## config.mk

```make
export PLATFORM = sky130hd
export DESIGN_NAME = bist_misr_ora
export DESIGN_NICKNAME = d
export VERILOG_FILES = /design/src/rtl/bist_misr_ora.sv
export SDC_FILE = /design/constraint.sdc
export NUM_CORES = 1
export LEC_CHECK = 0
export CELL_PAD_IN_SITES_DETAIL_PLACEMENT = 2
export CELL_PAD_IN_SITES_GLOBAL_PLACEMENT = 2
export CORE_MARGIN = 5
export CORE_UTILIZATION = 29
export CTS_BUF_LIST = sky130_fd_sc_hd__clkbuf_8 sky130_fd_sc_hd__clkbuf_16
export DETAILED_ROUTE_END_ITERATION = 8
export PLACE_DENSITY_LB_ADDON = 0.2
export SETUP_SLACK_MARGIN = 0.3
export SLEW_MARGIN = 20
export SYNTH_ARGS = -nofsm -noshare
export SYNTH_HDL_FRONTEND = slang
export SYNTH_SLANG_ARGS = --single-unit
export TNS_END_PERCENT = 50
```

## constraint.sdc

```tcl
create_clock -name clk -period 2.39 [get_ports clk]
set_clock_uncertainty 0.15 [all_clocks]
set_input_delay 0.478 -clock clk [delete_from_list [all_inputs] [get_ports clk]]
set_output_delay 0.478 -clock clk [all_outputs]
set_load 0.005 [all_outputs]
```

## src/rtl/bist_misr_ora.sv

```systemverilog
// Output response analyzer: compacts NUM_PATTERNS qualified products into a Galois MISR and checks the
// final signature. Define ORA_GOLDEN_PORT_EN to take the expected signature from golden_in, latched on start.
module bist_misr_ora #(
  parameter int          NUM_PATTERNS = 16,
  parameter logic [7:0]  POLY         = 8'h1D,
  parameter logic [7:0]  GOLDEN       = 8'h26
) (
  input  logic       clk,
  input  logic       reset,
  input  logic       start,
  input  logic [7:0] data_in,
  input  logic       data_valid,
`ifdef ORA_GOLDEN_PORT_EN
  input  logic [7:0] golden_in,
`endif
  output logic       busy,
  output logic       done,
  output logic       pass,
  output logic       fail,
  output logic [7:0] signature,
  output logic [7:0] count
);

  typedef enum logic [1:0] {
    IDLE    = 2'd0,
    COMPACT = 2'd1,
    COMPARE = 2'd2,
    DONE    = 2'd3
  } state_t;

  localparam logic [7:0] LAST_IDX = 8'(NUM_PATTERNS - 1);

  state_t     state_q, state_d;
  logic [7:0] sig_q, sig_d;
  logic [7:0] cnt_q, cnt_d;
  logic       pass_q, pass_d;
  logic       fail_q, fail_d;
  logic       busy_q, busy_d;
  logic       done_q, done_d;
  logic [7:0] golden_cmp;
  logic [7:0] misr_next;

`ifdef ORA_GOLDEN_PORT_EN
  logic [7:0] golden_q, golden_d;
  assign golden_cmp = golden_q;
`else
  assign golden_cmp = GOLDEN;
`endif

  always_comb begin
    misr_next    = '0;
    misr_next[0] = sig_q[7] ^ data_in[0];
    for (int i = 1; i < 8; i++) begin
      misr_next[i] = sig_q[i-1] ^ data_in[i] ^ (POLY[i] & sig_q[7]);
    end
  end

  always_comb begin
    state_d  = state_q;
    sig_d    = sig_q;
    cnt_d    = cnt_q;
    pass_d   = pass_q;
    fail_d   = fail_q;
`ifdef ORA_GOLDEN_PORT_EN
    golden_d = golden_q;
`endif
    case (state_q)
      IDLE, DONE: begin
        if (start) begin
          state_d  = COMPACT;
          sig_d    = '0;
          cnt_d    = '0;
          pass_d   = 1'b0;
          fail_d   = 1'b0;
`ifdef ORA_GOLDEN_PORT_EN
          golden_d = golden_in;
`endif
        end
      end
      COMPACT: begin
        if (data_valid) begin
          sig_d = misr_next;
          cnt_d = cnt_q + 8'd1;
          if (cnt_q == LAST_IDX) begin
            state_d = COMPARE;
          end
        end
      end
      COMPARE: begin
        state_d = DONE;
        pass_d  = (sig_q == golden_cmp);
        fail_d  = (sig_q != golden_cmp);
      end
      default: state_d = IDLE;
    endcase
    // Status flags are registered from the next state so they change on the same edge as the state.
    busy_d = (state_d == COMPACT) || (state_d == COMPARE);
    done_d = (state_d == DONE);
  end

  always_ff @(posedge clk or posedge reset) begin
    if (reset) begin
      state_q  <= IDLE;
      sig_q    <= '0;
      cnt_q    <= '0;
      pass_q   <= 1'b0;
      fail_q   <= 1'b0;
      busy_q   <= 1'b0;
      done_q   <= 1'b0;
`ifdef ORA_GOLDEN_PORT_EN
      golden_q <= '0;
`endif
    end else begin
      state_q  <= state_d;
      sig_q    <= sig_d;
      cnt_q    <= cnt_d;
      pass_q   <= pass_d;
      fail_q   <= fail_d;
      busy_q   <= busy_d;
      done_q   <= done_d;
`ifdef ORA_GOLDEN_PORT_EN
      golden_q <= golden_d;
`endif
    end
  end

  assign busy      = busy_q;
  assign done      = done_q;
  assign pass      = pass_q;
  assign fail      = fail_q;
  assign signature = sig_q;
  assign count     = cnt_q;

endmodule

```

==> run summary <==
outcome: finished, final reports clean
layer with the highest usage: met2
post-route setup slack: 0.396 ns
top cell types by occurrence after synthesis: 22 x sky130_fd_sc_hd__dfrtp_1, 16 x sky130_fd_sc_hd__nand2_1, 14 x sky130_fd_sc_hd__o21ai_0, 11 x sky130_fd_sc_hd__nand4_1
met3 usage in global routing: 2.72%
Starting Density: 29.4%
number of pins with negative max-slew slack in the final report: 0
total negative slack: 0 ns
number of enable flip-flop cells after synthesis: 0
Filler cells: 468
logic gate share of total power: 47.0%
part of the cycle the worst path needs: 83.4%
global-route wire length before repair: 6.64 mm
Crit-path slowest cell: sky130_fd_sc_hd__clkdlybuf4s50_1
Core Rows: 24
largest delay contributor family on the critical path: buffers and inverters
floorplan die area: 0.00577 mm^2
sequential element share of the synthesized area: 43.6%
via count of the first global-routing pass: 1,295
top-level port count: 32
final routed wire length divided by cell count: 17.9 um
post-CTS setup-driven buffer insertion count: 0
violation count after the first detailed-route iteration: 52
library cell used as clock root buffer: sky130_fd_sc_hd__clkbuf_8
design area: 0.00176 mm^2
critical path type: reg2out
minimum period implied by the final worst setup slack: 1.99 ns
number of warnings issued by yosys: 0
number of buffers created by CTS: 3
Max Cap Violations: 0
syn avg cell area: 9.86 um^2
worst slack at placement: -0.0466 ns
overall via count from detail_route: 1,119
fraction of met1 tracks used by global routing: 18.2%
number of levels the H-tree was split into: 1
DRC viols: 0
proportion of power drawn by flip-flops and latches: 33.6%
prevailing post-synth register cell: sky130_fd_sc_hd__dfrtp_1
area overhead of the layout relative to synthesis: 39.5%
Worst Tran Pin Value: 0.454 ns
Post-DP HPWL: 2.85 mm
Clock transition at path regs: 0.09 ns
Buffers & Inverters on Critical Path: 1
height of the chip: 76.0 um
Max Clk Rate: 502 MHz
Mapped Cells: 128
fin nets: 181
number of vias per cell after detailed routing: 5.18
maximum number of pins on one net before global-route repair: 23
Overall Global Routing Usage: 13.7%
combined area of the multi-input logic cells: 693 um^2
crit-path cells: clkdlybuf4s50_1
cell depth of the worst flop-to-flop path: 6
P_int: 1170 uW
top cell type by total area after synthesis: sky130_fd_sc_hd__dfrtp_1
VDD IR-drop max: 427 uV
Antenna diodes: 0
input/output buffers: 31
clock network latency to the later pin of the worst-skew pair: 0.26 ns
total nets after synthesis: 144
Critical Path Fanout Max: 7
total count of hold-check failures in the final report: 0
cts-stage hold buffer count: 0
most area-consuming cells after synthesis: sky130_fd_sc_hd__dfrtp_1 44%, sky130_fd_sc_hd__xor3_1 5.6%, sky130_fd_sc_hd__o21ai_0 5.6%
#FFs+latches synth: 22
cell area reported after detailed placement: 0.00167 mm^2
synth unique cells: 30
number of endpoints failing setup at the final stage: 0
proportion of layout cells with a drive suffix above 1: 8.54%
switching part of the total power: 36.0%
TritonCTS Sinks: 22
Die Wd: 76.0 um
global routing usage on met2: 22.8%
PD cells: 1030 mW/mm^2
depth of the critical timing path with buffers and inverters included: 1
total wire length: 3.87 mm
maximum count of clock buffers along a single path: 2
area share of the largest cell type after synthesis: 43.6%
Critical Path RT: 1.76 ns
antenna viol nets, final: 0
number of cells on the worst hold path: 2
clock tree from TritonCTS: built
Final Core Density: 41.0%
area of all sequential standard cells: 551 um^2
Mapped Area: 0.00126 mm^2
share of synthesized flip-flops with an asynchronous set or reset: 100%
most numerous cell in the Yosys netlist: sky130_fd_sc_hd__dfrtp_1
gpl congestion: 0.717
iteration count of the initial detailed-routing pass: 4
Hold/Removal Path Class: reg2reg
max incr delay on CP: 0.57 ns
Worst EP arrival: 1.37 ns
initial antenna violation count: 0
total power draw: 1820 uW
Clock power frac: 19.4%
leakage: 0.000786 uW
Critical Path Source Type: flip-flop
Critical Path End Type: primary output
net switching power: 656 uW
Congestion Overflow GR: 0
area of the core: 0.00429 mm^2
Max transition margin: 69.3%
unrepaired setup endpoints after global routing: no
tightest hold or removal path, cell delays in order (launching register included):
cell and delay, ns:
sky130_fd_sc_hd__dfrtp_1 0.36, sky130_fd_sc_hd__o21ai_0 0.09, sky130_fd_sc_hd__nand2_1 0.06
power by group through the flow:
stage          Clock (uW)  Sequential (uW)  Combinational [uW]
2_1_floorplan           0              579                 466
3_3_place_gp            0              614                 805
3_5_place_dp            0              618                 838
4_1_cts               367              615                 853
5_1_grt               380              636                 944
6_report              353              612                 857
cell type report:
class                      count  area share (%)
sequential                    22            31.2
clock buffer                   3            2.34
clock inverter                 1            1.70
multi-input combinational     96            39.3
inverter                       3           0.639
timing repair buffer          39            21.0
tap                           52            3.69
sequential cells by signal, indices dropped and copies added (netlist names):
signal     count
busy           1
count          8
done           1
fail           1
pass           1
signature      8
state_q        2
kinds of logic after synthesis:
group	synth area share (%)
AO/OA/AOI/OAI	10.2
XOR/XNOR	9.12
adder cells (fa/ha/maj)	3.96
buffers and inverters	3.07
flip-flops	43.6
multiplexers	3.96
AND/OR/NAND/NOR	26.1
cell usage in the layout, fill, tap and decap left out, drive strengths merged, types with 2 or more instances in the layout:
cell type      Yosys  layout
a21boi             2       2
buf                1       8
clkbuf             6       3
clkdlybuf4s50      0      31
dfrtp             22      22
ha                 4       4
inv                3       3
mux2i              5       5
nand2             16      16
nand2b             6       6
nand3              6       6
nand4             11      11
nor2               2       2
nor2b              2       2
nor3               2       2
nor4b              3       3
o21ai             14      14
o21bai             2       2
o31ai              2       2
or4                2       2
xor2               5       5
xor3               3       3
what timing repair did:
action / CTS / global route
gates resized for setup: 2 / 2
hold endpoints to repair: 0 / 0
endpoints found under the setup margin: 19 / 14
metal layers:
layer | vias to the layer above | wire (um) | share of wire, %
met5 | - | 0 | 0
met4 | 0 | 23 | 0.59
met3 | 2 | 99 | 2.6
met2 | 17 | 1930 | 50
met1 | 565 | 1820 | 47
li1 | 535 | - | -
through the flow:
stage / cells / hold slack (ns)
after floorplan: 128 / 0.317
after global placement: 212 / 0.344
after detailed placement: 212 / 0.375
after CTS: 216 / 0.400
after global routing: 216 / 0.426
final: 216 / 0.391
worst paths after layout:
| kind | startpoint | end | slack, ns |
|---|---|---|---|
| worst max-delay path | signature[7] | signature[7] | 0.40 |
| worst min-delay path | fail | fail | 0.39 |
| worst max register to register | state_q[0] | count[3] | 0.46 |
| worst min register to register | fail | fail | 0.39 |
| max in group asynchronous | reset | signature[5] | 1.45 |
| min in group asynchronous | reset | count[2] | 0.41 |
Power figures use the tool's default switching activity.
